<file path="src/rtl/id_pipe_if.sv">
// Decode-stage signal bundle: if_id instruction, regfile read ports, EX/MEM forwarding
// sources, ctrl stall/flush, and the registered ID/EX outputs toward ex.
interface id_pipe_if #(
    parameter int DATA_W  = 32,
    parameter int RADDR_W = 5
);
    logic               stall_i;
    logic               flush_i;
    logic [DATA_W-1:0]  pc_i;
    logic [31:0]        inst_i;
    logic [DATA_W-1:0]  reg1_data_i;
    logic [DATA_W-1:0]  reg2_data_i;
    logic               ex_wreg_i;
    logic [RADDR_W-1:0] ex_wd_i;
    logic [DATA_W-1:0]  ex_wdata_i;
    logic               ex_is_load_i;
    logic               mem_wreg_i;
    logic [RADDR_W-1:0] mem_wd_i;
    logic [DATA_W-1:0]  mem_wdata_i;

    logic               reg1_read_o;
    logic               reg2_read_o;
    logic [RADDR_W-1:0] reg1_addr_o;
    logic [RADDR_W-1:0] reg2_addr_o;
    logic               stallreq_o;
    logic [7:0]         ex_aluop_o;
    logic [2:0]         ex_alusel_o;
    logic [DATA_W-1:0]  ex_reg1_o;
    logic [DATA_W-1:0]  ex_reg2_o;
    logic [RADDR_W-1:0] ex_wd_o;
    logic               ex_wreg_o;
    logic [DATA_W-1:0]  ex_pc_o;
    logic               ex_valid_o;
    logic               ex_inst_inv_o;

    modport master (
        output stall_i, flush_i, pc_i, inst_i, reg1_data_i, reg2_data_i,
               ex_wreg_i, ex_wd_i, ex_wdata_i, ex_is_load_i,
               mem_wreg_i, mem_wd_i, mem_wdata_i,
        input  reg1_read_o, reg2_read_o, reg1_addr_o, reg2_addr_o, stallreq_o,
               ex_aluop_o, ex_alusel_o, ex_reg1_o, ex_reg2_o, ex_wd_o, ex_wreg_o,
               ex_pc_o, ex_valid_o, ex_inst_inv_o
    );

    modport slave (
        input  stall_i, flush_i, pc_i, inst_i, reg1_data_i, reg2_data_i,
               ex_wreg_i, ex_wd_i, ex_wdata_i, ex_is_load_i,
               mem_wreg_i, mem_wd_i, mem_wdata_i,
        output reg1_read_o, reg2_read_o, reg1_addr_o, reg2_addr_o, stallreq_o,
               ex_aluop_o, ex_alusel_o, ex_reg1_o, ex_reg2_o, ex_wd_o, ex_wreg_o,
               ex_pc_o, ex_valid_o, ex_inst_inv_o
    );
endinterface

</file>
<file path="src/rtl/id_pipe.sv">
// MIPS32-subset decode with EX/MEM forwarding into a registered ID/EX stage (1-cycle latency);
// load-use hazards bubble ID/EX and hold if_id via stallreq_o, ctrl stall freezes ID/EX.
module id_pipe #(
    parameter int DATA_W      = 32,
    parameter int RADDR_W     = 5,
    parameter bit FWD_EX_EN   = 1'b1,
    parameter bit FWD_MEM_EN  = 1'b1,
    parameter bit LU_STALL_EN = 1'b1
) (
    input logic       clk,
    input logic       rst,
    id_pipe_if.slave  bus
);
    localparam logic [7:0] OP_NOP  = 8'h00, OP_OR    = 8'h25, OP_ANDI  = 8'h59, OP_ORI   = 8'h5A,
                           OP_XORI = 8'h5B, OP_SLL   = 8'h7C, OP_SLTI  = 8'h57, OP_SLTIU = 8'h58,
                           OP_ADDI = 8'h55, OP_ADDIU = 8'h56, OP_CLZ   = 8'hB0, OP_CLO   = 8'hB1,
                           OP_MUL  = 8'hA9, OP_MADD  = 8'hA6, OP_MADDU = 8'hA8, OP_MSUB  = 8'hAA,
                           OP_MSUBU = 8'hAB;
    localparam logic [2:0] SEL_NOP = 3'd0, SEL_LOGIC = 3'd1, SEL_SHIFT = 3'd2, SEL_MOVE = 3'd3,
                           SEL_ARITH = 3'd4, SEL_MUL = 3'd5;

    typedef struct packed {
        logic [7:0]         aluop;
        logic [2:0]         alusel;
        logic [DATA_W-1:0]  reg1;
        logic [DATA_W-1:0]  reg2;
        logic [RADDR_W-1:0] wd;
        logic               wreg;
        logic [DATA_W-1:0]  pc;
        logic               valid;
        logic               inv;
    } idex_t;

    logic [5:0]         opc, func;
    logic [4:0]         sa;
    logic [RADDR_W-1:0] rs_a, rt_a, rd_a;
    logic [7:0]         aluop;
    logic [2:0]         alusel;
    logic [RADDR_W-1:0] wd;
    logic               wreg, rd1, rd2, inv, movn, movz;
    logic [DATA_W-1:0]  imm, op1, op2;
    logic               ex_hit1, ex_hit2, mem_hit1, mem_hit2, wreg_f, lu_hit;
    idex_t              idex_d, idex_q;

    assign opc  = bus.inst_i[31:26];
    assign func = bus.inst_i[5:0];
    assign sa   = bus.inst_i[10:6];
    assign rs_a = RADDR_W'(bus.inst_i[25:21]);
    assign rt_a = RADDR_W'(bus.inst_i[20:16]);
    assign rd_a = RADDR_W'(bus.inst_i[15:11]);

    always_comb begin
        aluop = OP_NOP; alusel = SEL_NOP; wd = rd_a; wreg = 1'b0;
        rd1 = 1'b0; rd2 = 1'b0; imm = '0; inv = 1'b1; movn = 1'b0; movz = 1'b0;
        case (opc)
            6'h00: begin
                if (sa == 5'd0) begin
                    // SPECIAL aluop codes are the function field zero-extended
                    inv = 1'b0; aluop = {2'b00, func};
                    case (func)
                        6'h24, 6'h25, 6'h26, 6'h27: begin alusel = SEL_LOGIC; rd1 = 1'b1; rd2 = 1'b1; wreg = 1'b1; end
                        6'h04, 6'h06, 6'h07:        begin alusel = SEL_SHIFT; rd1 = 1'b1; rd2 = 1'b1; wreg = 1'b1; end
                        6'h0F:                      aluop = OP_NOP;
                        6'h0A, 6'h0B:               begin alusel = SEL_MOVE; rd1 = 1'b1; rd2 = 1'b1;
                                                          movn = func[0]; movz = ~func[0]; end
                        6'h10, 6'h12:               begin alusel = SEL_MOVE; wreg = 1'b1; end
                        6'h11, 6'h13:               rd1 = 1'b1;
                        6'h20, 6'h21, 6'h22, 6'h23,
                        6'h2A, 6'h2B:               begin alusel = SEL_ARITH; rd1 = 1'b1; rd2 = 1'b1; wreg = 1'b1; end
                        6'h18, 6'h19:               begin rd1 = 1'b1; rd2 = 1'b1; end
                        default:                    begin aluop = OP_NOP; inv = 1'b1; end
                    endcase
                end
                if (bus.inst_i[31:21] == 11'd0 && (func == 6'h00 || func == 6'h02 || func == 6'h03)) begin
                    inv = 1'b0; aluop = (func == 6'h00) ? OP_SLL : {2'b00, func};
                    alusel = SEL_SHIFT; rd2 = 1'b1; imm = DATA_W'(sa); wreg = 1'b1;
                end
            end
            6'h0C, 6'h0D, 6'h0E: begin
                inv = 1'b0; alusel = SEL_LOGIC; rd1 = 1'b1; wd = rt_a; wreg = 1'b1;
                imm = DATA_W'(bus.inst_i[15:0]);
                aluop = (opc == 6'h0C) ? OP_ANDI : (opc == 6'h0D) ? OP_ORI : OP_XORI;
            end
            6'h0F: begin
                inv = 1'b0; aluop = OP_OR; alusel = SEL_LOGIC; rd1 = 1'b1; wd = rt_a; wreg = 1'b1;
                imm = DATA_W'({bus.inst_i[15:0], 16'h0000});
            end
            6'h08, 6'h09, 6'h0A, 6'h0B: begin
                inv = 1'b0; alusel = SEL_ARITH; rd1 = 1'b1; wd = rt_a; wreg = 1'b1;
                imm = {{(DATA_W-16){bus.inst_i[15]}}, bus.inst_i[15:0]};
                aluop = (opc == 6'h08) ? OP_ADDI : (opc == 6'h09) ? OP_ADDIU :
                        (opc == 6'h0A) ? OP_SLTI : OP_SLTIU;
            end
            6'h33: inv = 1'b0;
            6'h1C: begin
                inv = 1'b0;
                case (func)
                    6'h20:   begin aluop = OP_CLZ; alusel = SEL_ARITH; rd1 = 1'b1; wreg = 1'b1; end
                    6'h21:   begin aluop = OP_CLO; alusel = SEL_ARITH; rd1 = 1'b1; wreg = 1'b1; end
                    6'h02:   begin aluop = OP_MUL; alusel = SEL_MUL; rd1 = 1'b1; rd2 = 1'b1; wreg = 1'b1; end
                    6'h00:   begin aluop = OP_MADD;  rd1 = 1'b1; rd2 = 1'b1; end
                    6'h01:   begin aluop = OP_MADDU; rd1 = 1'b1; rd2 = 1'b1; end
                    6'h04:   begin aluop = OP_MSUB;  rd1 = 1'b1; rd2 = 1'b1; end
                    6'h05:   begin aluop = OP_MSUBU; rd1 = 1'b1; rd2 = 1'b1; end
                    default: inv = 1'b1;
                endcase
            end
            default: inv = 1'b1;
        endcase
    end

    // EX result is younger than MEM, so it wins when both target the same register
    assign ex_hit1  = FWD_EX_EN  && bus.ex_wreg_i  && (bus.ex_wd_i  == rs_a);
    assign ex_hit2  = FWD_EX_EN  && bus.ex_wreg_i  && (bus.ex_wd_i  == rt_a);
    assign mem_hit1 = FWD_MEM_EN && bus.mem_wreg_i && (bus.mem_wd_i == rs_a);
    assign mem_hit2 = FWD_MEM_EN && bus.mem_wreg_i && (bus.mem_wd_i == rt_a);

    assign op1 = !rd1 ? imm : (rs_a == '0) ? '0 : ex_hit1 ? bus.ex_wdata_i :
                 mem_hit1 ? bus.mem_wdata_i : bus.reg1_data_i;
    assign op2 = !rd2 ? imm : (rt_a == '0) ? '0 : ex_hit2 ? bus.ex_wdata_i :
                 mem_hit2 ? bus.mem_wdata_i : bus.reg2_data_i;

    assign wreg_f = movn ? (op2 != '0) : movz ? (op2 == '0) : wreg;

    assign lu_hit = LU_STALL_EN && bus.ex_is_load_i && bus.ex_wreg_i && (bus.ex_wd_i != '0) &&
                    ((rd1 && bus.ex_wd_i == rs_a) || (rd2 && bus.ex_wd_i == rt_a));

    assign bus.reg1_read_o = rst & rd1;
    assign bus.reg2_read_o = rst & rd2;
    assign bus.reg1_addr_o = rst ? rs_a : '0;
    assign bus.reg2_addr_o = rst ? rt_a : '0;
    assign bus.stallreq_o  = rst & lu_hit;

    assign idex_d = '{aluop: aluop, alusel: alusel, reg1: op1, reg2: op2, wd: wd,
                      wreg: wreg_f, pc: bus.pc_i, valid: 1'b1, inv: inv};

    // A bubble is the all-zero record: NOP codes are zero by encoding
    always_ff @(posedge clk or negedge rst) begin
        if (!rst)               idex_q <= '0;
        else if (bus.flush_i)   idex_q <= '0;
        else if (bus.stall_i)   idex_q <= idex_q;
        else if (lu_hit)        idex_q <= '0;
        else                    idex_q <= idex_d;
    end

    assign bus.ex_aluop_o    = idex_q.aluop;
    assign bus.ex_alusel_o   = idex_q.alusel;
    assign bus.ex_reg1_o     = idex_q.reg1;
    assign bus.ex_reg2_o     = idex_q.reg2;
    assign bus.ex_wd_o       = idex_q.wd;
    assign bus.ex_wreg_o     = idex_q.wreg;
    assign bus.ex_pc_o       = idex_q.pc;
    assign bus.ex_valid_o    = idex_q.valid;
    assign bus.ex_inst_inv_o = idex_q.inv;
endmodule

</file>
<file path="src/flat_wrapper.sv">
// flat-port wrapper written by rule: the top's interface ports become plain ports
module id_pipe_flat 
#(
    parameter int DATA_W      = 32,
    parameter int RADDR_W     = 5,
    parameter bit FWD_EX_EN   = 1'b1,
    parameter bit FWD_MEM_EN  = 1'b1,
    parameter bit LU_STALL_EN = 1'b1
)
  (clk, rst, bus_stall_i, bus_flush_i, bus_pc_i, bus_inst_i, bus_reg1_data_i, bus_reg2_data_i, bus_ex_wreg_i, bus_ex_wd_i, bus_ex_wdata_i, bus_ex_is_load_i, bus_mem_wreg_i, bus_mem_wd_i, bus_mem_wdata_i, bus_reg1_read_o, bus_reg2_read_o, bus_reg1_addr_o, bus_reg2_addr_o, bus_stallreq_o, bus_ex_aluop_o, bus_ex_alusel_o, bus_ex_reg1_o, bus_ex_reg2_o, bus_ex_wd_o, bus_ex_wreg_o, bus_ex_pc_o, bus_ex_valid_o, bus_ex_inst_inv_o);
  id_pipe_if #(.DATA_W(DATA_W), .RADDR_W(RADDR_W)) bus_i ();
  input logic clk;
  input logic rst;
  input wire logic [$bits(bus_i.stall_i)-1:0] bus_stall_i;
  input wire logic [$bits(bus_i.flush_i)-1:0] bus_flush_i;
  input wire logic [$bits(bus_i.pc_i)-1:0] bus_pc_i;
  input wire logic [$bits(bus_i.inst_i)-1:0] bus_inst_i;
  input wire logic [$bits(bus_i.reg1_data_i)-1:0] bus_reg1_data_i;
  input wire logic [$bits(bus_i.reg2_data_i)-1:0] bus_reg2_data_i;
  input wire logic [$bits(bus_i.ex_wreg_i)-1:0] bus_ex_wreg_i;
  input wire logic [$bits(bus_i.ex_wd_i)-1:0] bus_ex_wd_i;
  input wire logic [$bits(bus_i.ex_wdata_i)-1:0] bus_ex_wdata_i;
  input wire logic [$bits(bus_i.ex_is_load_i)-1:0] bus_ex_is_load_i;
  input wire logic [$bits(bus_i.mem_wreg_i)-1:0] bus_mem_wreg_i;
  input wire logic [$bits(bus_i.mem_wd_i)-1:0] bus_mem_wd_i;
  input wire logic [$bits(bus_i.mem_wdata_i)-1:0] bus_mem_wdata_i;
  output wire logic [$bits(bus_i.reg1_read_o)-1:0] bus_reg1_read_o;
  output wire logic [$bits(bus_i.reg2_read_o)-1:0] bus_reg2_read_o;
  output wire logic [$bits(bus_i.reg1_addr_o)-1:0] bus_reg1_addr_o;
  output wire logic [$bits(bus_i.reg2_addr_o)-1:0] bus_reg2_addr_o;
  output wire logic [$bits(bus_i.stallreq_o)-1:0] bus_stallreq_o;
  output wire logic [$bits(bus_i.ex_aluop_o)-1:0] bus_ex_aluop_o;
  output wire logic [$bits(bus_i.ex_alusel_o)-1:0] bus_ex_alusel_o;
  output wire logic [$bits(bus_i.ex_reg1_o)-1:0] bus_ex_reg1_o;
  output wire logic [$bits(bus_i.ex_reg2_o)-1:0] bus_ex_reg2_o;
  output wire logic [$bits(bus_i.ex_wd_o)-1:0] bus_ex_wd_o;
  output wire logic [$bits(bus_i.ex_wreg_o)-1:0] bus_ex_wreg_o;
  output wire logic [$bits(bus_i.ex_pc_o)-1:0] bus_ex_pc_o;
  output wire logic [$bits(bus_i.ex_valid_o)-1:0] bus_ex_valid_o;
  output wire logic [$bits(bus_i.ex_inst_inv_o)-1:0] bus_ex_inst_inv_o;
  assign bus_i.stall_i = bus_stall_i;
  assign bus_i.flush_i = bus_flush_i;
  assign bus_i.pc_i = bus_pc_i;
  assign bus_i.inst_i = bus_inst_i;
  assign bus_i.reg1_data_i = bus_reg1_data_i;
  assign bus_i.reg2_data_i = bus_reg2_data_i;
  assign bus_i.ex_wreg_i = bus_ex_wreg_i;
  assign bus_i.ex_wd_i = bus_ex_wd_i;
  assign bus_i.ex_wdata_i = bus_ex_wdata_i;
  assign bus_i.ex_is_load_i = bus_ex_is_load_i;
  assign bus_i.mem_wreg_i = bus_mem_wreg_i;
  assign bus_i.mem_wd_i = bus_mem_wd_i;
  assign bus_i.mem_wdata_i = bus_mem_wdata_i;
  assign bus_reg1_read_o = bus_i.reg1_read_o;
  assign bus_reg2_read_o = bus_i.reg2_read_o;
  assign bus_reg1_addr_o = bus_i.reg1_addr_o;
  assign bus_reg2_addr_o = bus_i.reg2_addr_o;
  assign bus_stallreq_o = bus_i.stallreq_o;
  assign bus_ex_aluop_o = bus_i.ex_aluop_o;
  assign bus_ex_alusel_o = bus_i.ex_alusel_o;
  assign bus_ex_reg1_o = bus_i.ex_reg1_o;
  assign bus_ex_reg2_o = bus_i.ex_reg2_o;
  assign bus_ex_wd_o = bus_i.ex_wd_o;
  assign bus_ex_wreg_o = bus_i.ex_wreg_o;
  assign bus_ex_pc_o = bus_i.ex_pc_o;
  assign bus_ex_valid_o = bus_i.ex_valid_o;
  assign bus_ex_inst_inv_o = bus_i.ex_inst_inv_o;
  id_pipe #(.DATA_W(DATA_W), .RADDR_W(RADDR_W), .FWD_EX_EN(FWD_EX_EN), .FWD_MEM_EN(FWD_MEM_EN), .LU_STALL_EN(LU_STALL_EN)) u_core (.clk(clk), .rst(rst), .bus(bus_i));
endmodule
</file>
<file path="config.mk">
export PLATFORM = sky130hd
export DESIGN_NAME = id_pipe_flat
export DESIGN_NICKNAME = d
export VERILOG_FILES = /design/src/rtl/id_pipe_if.sv /design/src/rtl/id_pipe.sv /design/src/flat_wrapper.sv
export SDC_FILE = /design/constraint.sdc
export NUM_CORES = 1
export LEC_CHECK = 0
export ABC_AREA = 0
export CAP_MARGIN = 15
export CORE_AREA = 2 2 130 132
export DETAILED_ROUTE_END_ITERATION = 12
export DIE_AREA = 0 0 132 134
export GPL_TIMING_DRIVEN = 0
export PLACE_DENSITY = 0.88
export SYNTH_ARGS = -nofsm -noshare
export SYNTH_HDL_FRONTEND = slang
export SYNTH_SLANG_ARGS = --single-unit
</file>
<file path="constraint.sdc">
create_clock -name clk -period 5.2 [get_ports clk]
set_input_delay 0.78 -clock clk [delete_from_list [all_inputs] [get_ports clk]]
set_output_delay 0.78 -clock clk [all_outputs]
set_load 0.01 [all_outputs]
</file>
# Word level (Yosys, flattened, before mapping)
# Cells that the tools add are included.
# totals
elab_cells	154
register_bits	115
in_bits	209
latchBits	0
rom_bits	0
mem_bits_rw	0
mem_count	0
out_inout_bits	128
# classes
bitwise_logic	4
n_div	0
n_eq_ne	41
magnitude_cmp	0
addsub	0
muxes	59
shift	0
mul	0
n_reduce_logical	41
# op_table
cell	count
2-to-1 mux 115 bit	3
2-to-1 mux 32 bit	8
one-hot mux 32 bit (4 select lines)	1
equality test 6 x 4 -> 1 bit, second input constant	11
equality test 6 bit, second input constant	11
one-hot mux 8 bit (7 select lines)	1
equality test 6 x 5 -> 1 bit, second input constant	7
2-to-1 mux 8 bit	5
one-hot mux 8 bit (5 select lines)	1
zero test 32 bit	1
nonzero test 32 bit	1
equality test 6 x 3 -> 1 bit, second input constant	4
2-to-1 mux 1 bit	24
one-hot mux 3 bit (4 select lines)	2
OR reduction 22 bit	1
OR reduction 21 bit	1
equality test 5 bit	4
2-to-1 mux 5 bit	4
OR reduction 19 bit	1
OR reduction 17 bit	1
OR reduction 4 bit	4
zero test 5 bit	3
OR reduction 15 bit	1
equality test 6 x 2 -> 1 bit, second input constant	2
other kinds (23)	43

# Depth between registers and ports, before layout
# depth
word_depth	13
mapped_depth	13
ltp_nobuf	9

# Worst setup path after synthesis
# OpenSTA, ideal clock, no wires.
# synth_path
path_kind	input -> output
startpoint	input bus_inst_i[3]
endpoint	output bus_stallreq_o
t_required_ns	4.420
path_buffers	1
arrival_time_ns	2.265
stages	8
setup_slack_ns	2.155
cell_sequence	buf_2 nor2_1 nand3_1 nor3b_1 nor3_2 o22ai_1 o2111a_1 and2_1
# synth_via
elab_chain_len	10
word_cells_on_any_way	45
cone_classes	23 x eq/ne; 9 x mux; 1 x bitwise; 12 x reduce/logical
# synth_lines
element	line_no	rtl
from (decl)	flat_wrapper.sv:17	input wire logic [$bits(bus_i.inst_i)-1:0] bus_inst_i;
equality test 6 bit, or another cell as far along	id_pipe.sv:60	case (func)
OR reduction 17 bit (no line) or logical OR 1 bit (tied branches)	-	
2-to-1 mux 1 bit or logical OR 1 bit (tied branches)	id_pipe.sv:60, id_pipe.sv:74	
2-to-1 mux 1 bit or logical AND 1 bit (tied branches)	id_pipe.sv:57, id_pipe.sv:74	
2-to-1 mux 1 bit	id_pipe.sv:74	if (bus.inst_i[31:21] == 11'd0 && (func == 6'h00 || func == 6'h02 || func == 6'h03)) begin
one-hot mux 1 bit (2 select lines)	id_pipe.sv:55	case (opc)
logical AND 1 bit	id_pipe.sv:126	((rd1 && bus.ex_wd_i == rs_a) || (rd2 && bus.ex_wd_i == rt_a));
logical OR 1 bit *	id_pipe.sv:126	
logical AND 1 bit *	id_pipe.sv:125	assign lu_hit = LU_STALL_EN && bus.ex_is_load_i && bus.ex_wreg_i && (bus.ex_wd_i != '0) &&
AND 1 bit *	id_pipe.sv:132	assign bus.stallreq_o = rst & lu_hit;
to (decl)	flat_wrapper.sv:31	output wire logic [$bits(bus_i.stallreq_o)-1:0] bus_stallreq_o;
# Mark *: on every way between the ends. The rest lies on a longest branch, timed or not.

# Worst setup path after layout
# layout_path
startpoint	input bus_inst_i[26]
endpoint	output bus_stallreq_o
# layout_via
elab_chain_len	8
word_cells_on_any_way	21
cone_classes	9 x eq/ne; 3 x mux; 1 x bitwise; 8 x reduce/logical
# layout_lines
element	line_no
branches (longest 5 deep; another with OR reduction 8 bit)	-
logical OR 1 bit *	id_pipe.sv:126
logical AND 1 bit *	id_pipe.sv:125
AND 1 bit *	id_pipe.sv:132
# Mark *: on every way between the ends.

==> results.toml <==
[run_status]
status = "finished clean"

[die]
die-width_um = 132
core-area_mm2 = 0.01629
start_util = 0.4417
die_area_mm2 = 0.01769
io_pins = 337
fp.dieH_um = 134
rows = 47

[synth]
synth_ff_type = "dfrtp_1"
yosysSeqAreaShare = 0.3999
ys_warn_count = 0
synth_edf_count = 0
synthCells = 823
syn-num-nets = 1032
yosys-top-cells-area = "dfrtp_1 (40%), mux2i_1 (7.9%), a22o_1 (7.3%)"
yosys_register_bits = 115
syn_area_mm2 = 0.007196
synth_cell_type_count = 58
yosysTopAreaCell = "dfrtp_1"
synth.top_cell.area_share = 0.3999
synthArstFlopShare = 1.000
synth.avg_cell_area_um2 = 8.743

[clocking]
hold_buffers = 0
clock_path_buffers = 2
cts_tree = "done"
cts_made_buffers = 17
clockRootBuffer = "clkbuf_16"
clk-insertion-delay-late_ps = 420
cts.sinks = 115
htreeDepth = 4
ctsResizeCount = 0
cts_post_setup_buffers_inserted = 0
path_clk_slew_ps = 60

[detailed_routing]
dr.first_iter.drc_count = 917
antenna_left = 0
wire_per_inst_um = 23.17
route.detailed.drc = 0
wirelength_um = 32740
drt_first_pass_iters = 8
vias = 8586
viasPerCell = 6.076

[pwr]
comb_power_share = 0.201
switching_share = 0.2851
peakVddDrop_v = 0.0002466
pwr-share-seq = 0.349
p_int_mw = 1.913
p_switching_mw = 0.7629
power_per_cell_area_mw_per_mm2 = 233.5
clock_power_share = 0.449
leakage_nw = 4.349

[place]
globalplace.congestion = 1.001
pre_cts_ws_ps = 629.2
port_buffers = 335
place_hpwl_um = 26030
placed_cell_area_mm2 = 0.01085

[grt]
track_usage = 0.3623
grt_max_degree = 83
gr-total-overflow = 0
grt_pass1_wl_um = 48730
antenna_found_initial = 1
grt_pass1_vias = 8322

[critical_path]
critPathRequiredTime_ps = 4420
rrSetupSlack_ps = 4450
path_max_fanout = 6
cp_cell_sequence = "clkdlybuf4s50_1 > nor3_2 > nand4_1 > a31oi_1 > nor3_2 > o22ai_1 > o2111a_1 > and2_1 > clkdlybuf4s50_1"
worstSetupStartpointType = "input port"
cp_slowest_cell = "clkdlybuf4s50_1"
slowest_delay_ps = 540
r2r_start = "u_core.bus.ex_pc_o[12]"
crit_type = "input port to output pin"
worstPathArrival_ps = 3890
cp-end-kind = "output pin"
worstRegToRegCells = 1
rr_endpoint = "u_core.bus.ex_pc_o[12]"

[timing]
finalHoldViolations = 0
timing.fmax_mhz = 214.1
setup_ws_ps = 529.8
fin_worst_skew_ps = 0
final-setup-viol-count = 0
slew_viol_final = 0
rsz0062_at_grt = "no"
period_needed_ps = 4670
relSlewSlack = 0.2135
period_share = 0.8981
tightestPinTransition_ps = 1174

[cells_and_area]
layout_common_cells = "clkdlybuf4s50_1 (334), dfrtp_1 (115), o21ai_0 (85)"
final_common_cell = "clkdlybuf4s50_1"
syn2layout_area_growth_pct = 59.22
drive_above_1_share = 0.05122
nets = 1387
fin_area_mm2 = 0.01146

[min_path]
min_path_type = "input port to asynchronous set/reset pin"

[flow_run]
maxCapViolations = 0
==> cell type report <==
class                           instances  area [µm²]
Tap cell                              220       275.3
Antenna cell                            2       5.005
Timing Repair Buffer                  336        3382
Fill cell                            1268        4832
Clock buffer                           17       425.4
Sequential cell                       115        2878
Clock inverter                         15       173.9
Inverter                                4       15.01
Buffer                                 68       301.5
Multi-Input combinational cell        636        4001
==> power by group through the flow <==
stage | Sequential (mW) | Clock, mW | Combinational [mW]
4_1_cts | 0.935 | 1.20 | 0.530
2_1_floorplan | 0.961 | 0 | 0.173
3_3_place_gp | 0.949 | 0 | 0.518
6_report | 0.935 | 1.20 | 0.538
5_1_grt | 0.937 | 1.24 | 0.567
3_5_place_dp | 0.950 | 0 | 0.526
==> cells in the mapped netlist (all sizes together) (3+ instances only) <==
cell    count
nand3      20
or2         3
a21oi      59
o31a        4
and2       11
clkbuf     53
a22o       60
a22oi      15
dfrtp     115
nor3b       5
a211oi     10
or3         5
a21boi      3
nand2      81
a31oi      16
nor2       68
nor2b       7
nand4       7
xnor2      14
nand2b      4
o211ai      3
xor2       10
a221oi     15
o22ai       3
mux2i      57
inv         4
and3        5
o21ai      88
nor4        6
or4         4
nor3       33
buf        15
==> layer usage <==
layer,GRT usage,vias to the layer above,part of all wire
li1,-,3772,-
met1,0.4405,4049,0.37
met2,0.6114,652,0.48
met3,0.07483,113,0.10
met4,0.1854,0,0.053
met5,0,-,0
==> per-stage QoR <==
stage | total power, mW | std cells | util | TNS, ps | hold WS (ps)
final | 2.675 | 1413 | 0.7034 | 0 | 254.8
after global routing | 2.749 | 1412 | 0.7032 | 0 | 277.0
after CTS | 2.664 | 1411 | 0.7030 | 0 | 257.8
after detailed placement | 1.476 | 1379 | 0.6663 | 0 | 469.9
after global placement | 1.468 | 1378 | 0.6645 | -148410 | 462.5
after floorplan | 1.134 | 823 | - | 0 | 484.4
==> worst max-delay path by stage <==
stage                               from                 end  depth (start not counted)
final                     bus_inst_i[26]      bus_stallreq_o                          9
after global placement               rst  bus_reg1_addr_o[4]                          4
after CTS                 bus_inst_i[26]      bus_stallreq_o                          9
after detailed placement  bus_inst_i[26]      bus_stallreq_o                          9
after floorplan            bus_inst_i[3]      bus_stallreq_o                          8
after global routing      bus_inst_i[26]      bus_stallreq_o                          9
==> critical path, delay by kind of cell <==
kind / cells / cell delay [ps]
and+or+nand+nor: 4 / 1070
AOI/OAI and AO/OA: 3 / 960
buffers and inverters: 2 / 1070
==> sequential cells by signal, summed over array words and instances, names as in the netlist, 3 cells and up <==
name	flops
u_core.bus.ex_pc_o	32
u_core.bus.ex_reg1_o	32
u_core.bus.ex_wd_o	5
u_core.bus.ex_reg2_o	32
u_core.bus.ex_aluop_o	8
u_core.bus.ex_alusel_o	3
==> cells by family (layout without fill, tap and decap cells) <==
kind of cell	after synthesis	in the layout	synth area share
xor+xnor	24	24	0.02921
mux	57	57	0.07929
flops	115	115	0.3999
compound gates	288	288	0.2657
buf+inv	72	440	0.04399
other cells	0	2	0
simple gates	267	267	0.1819
Power figures use the tool's default switching activity.
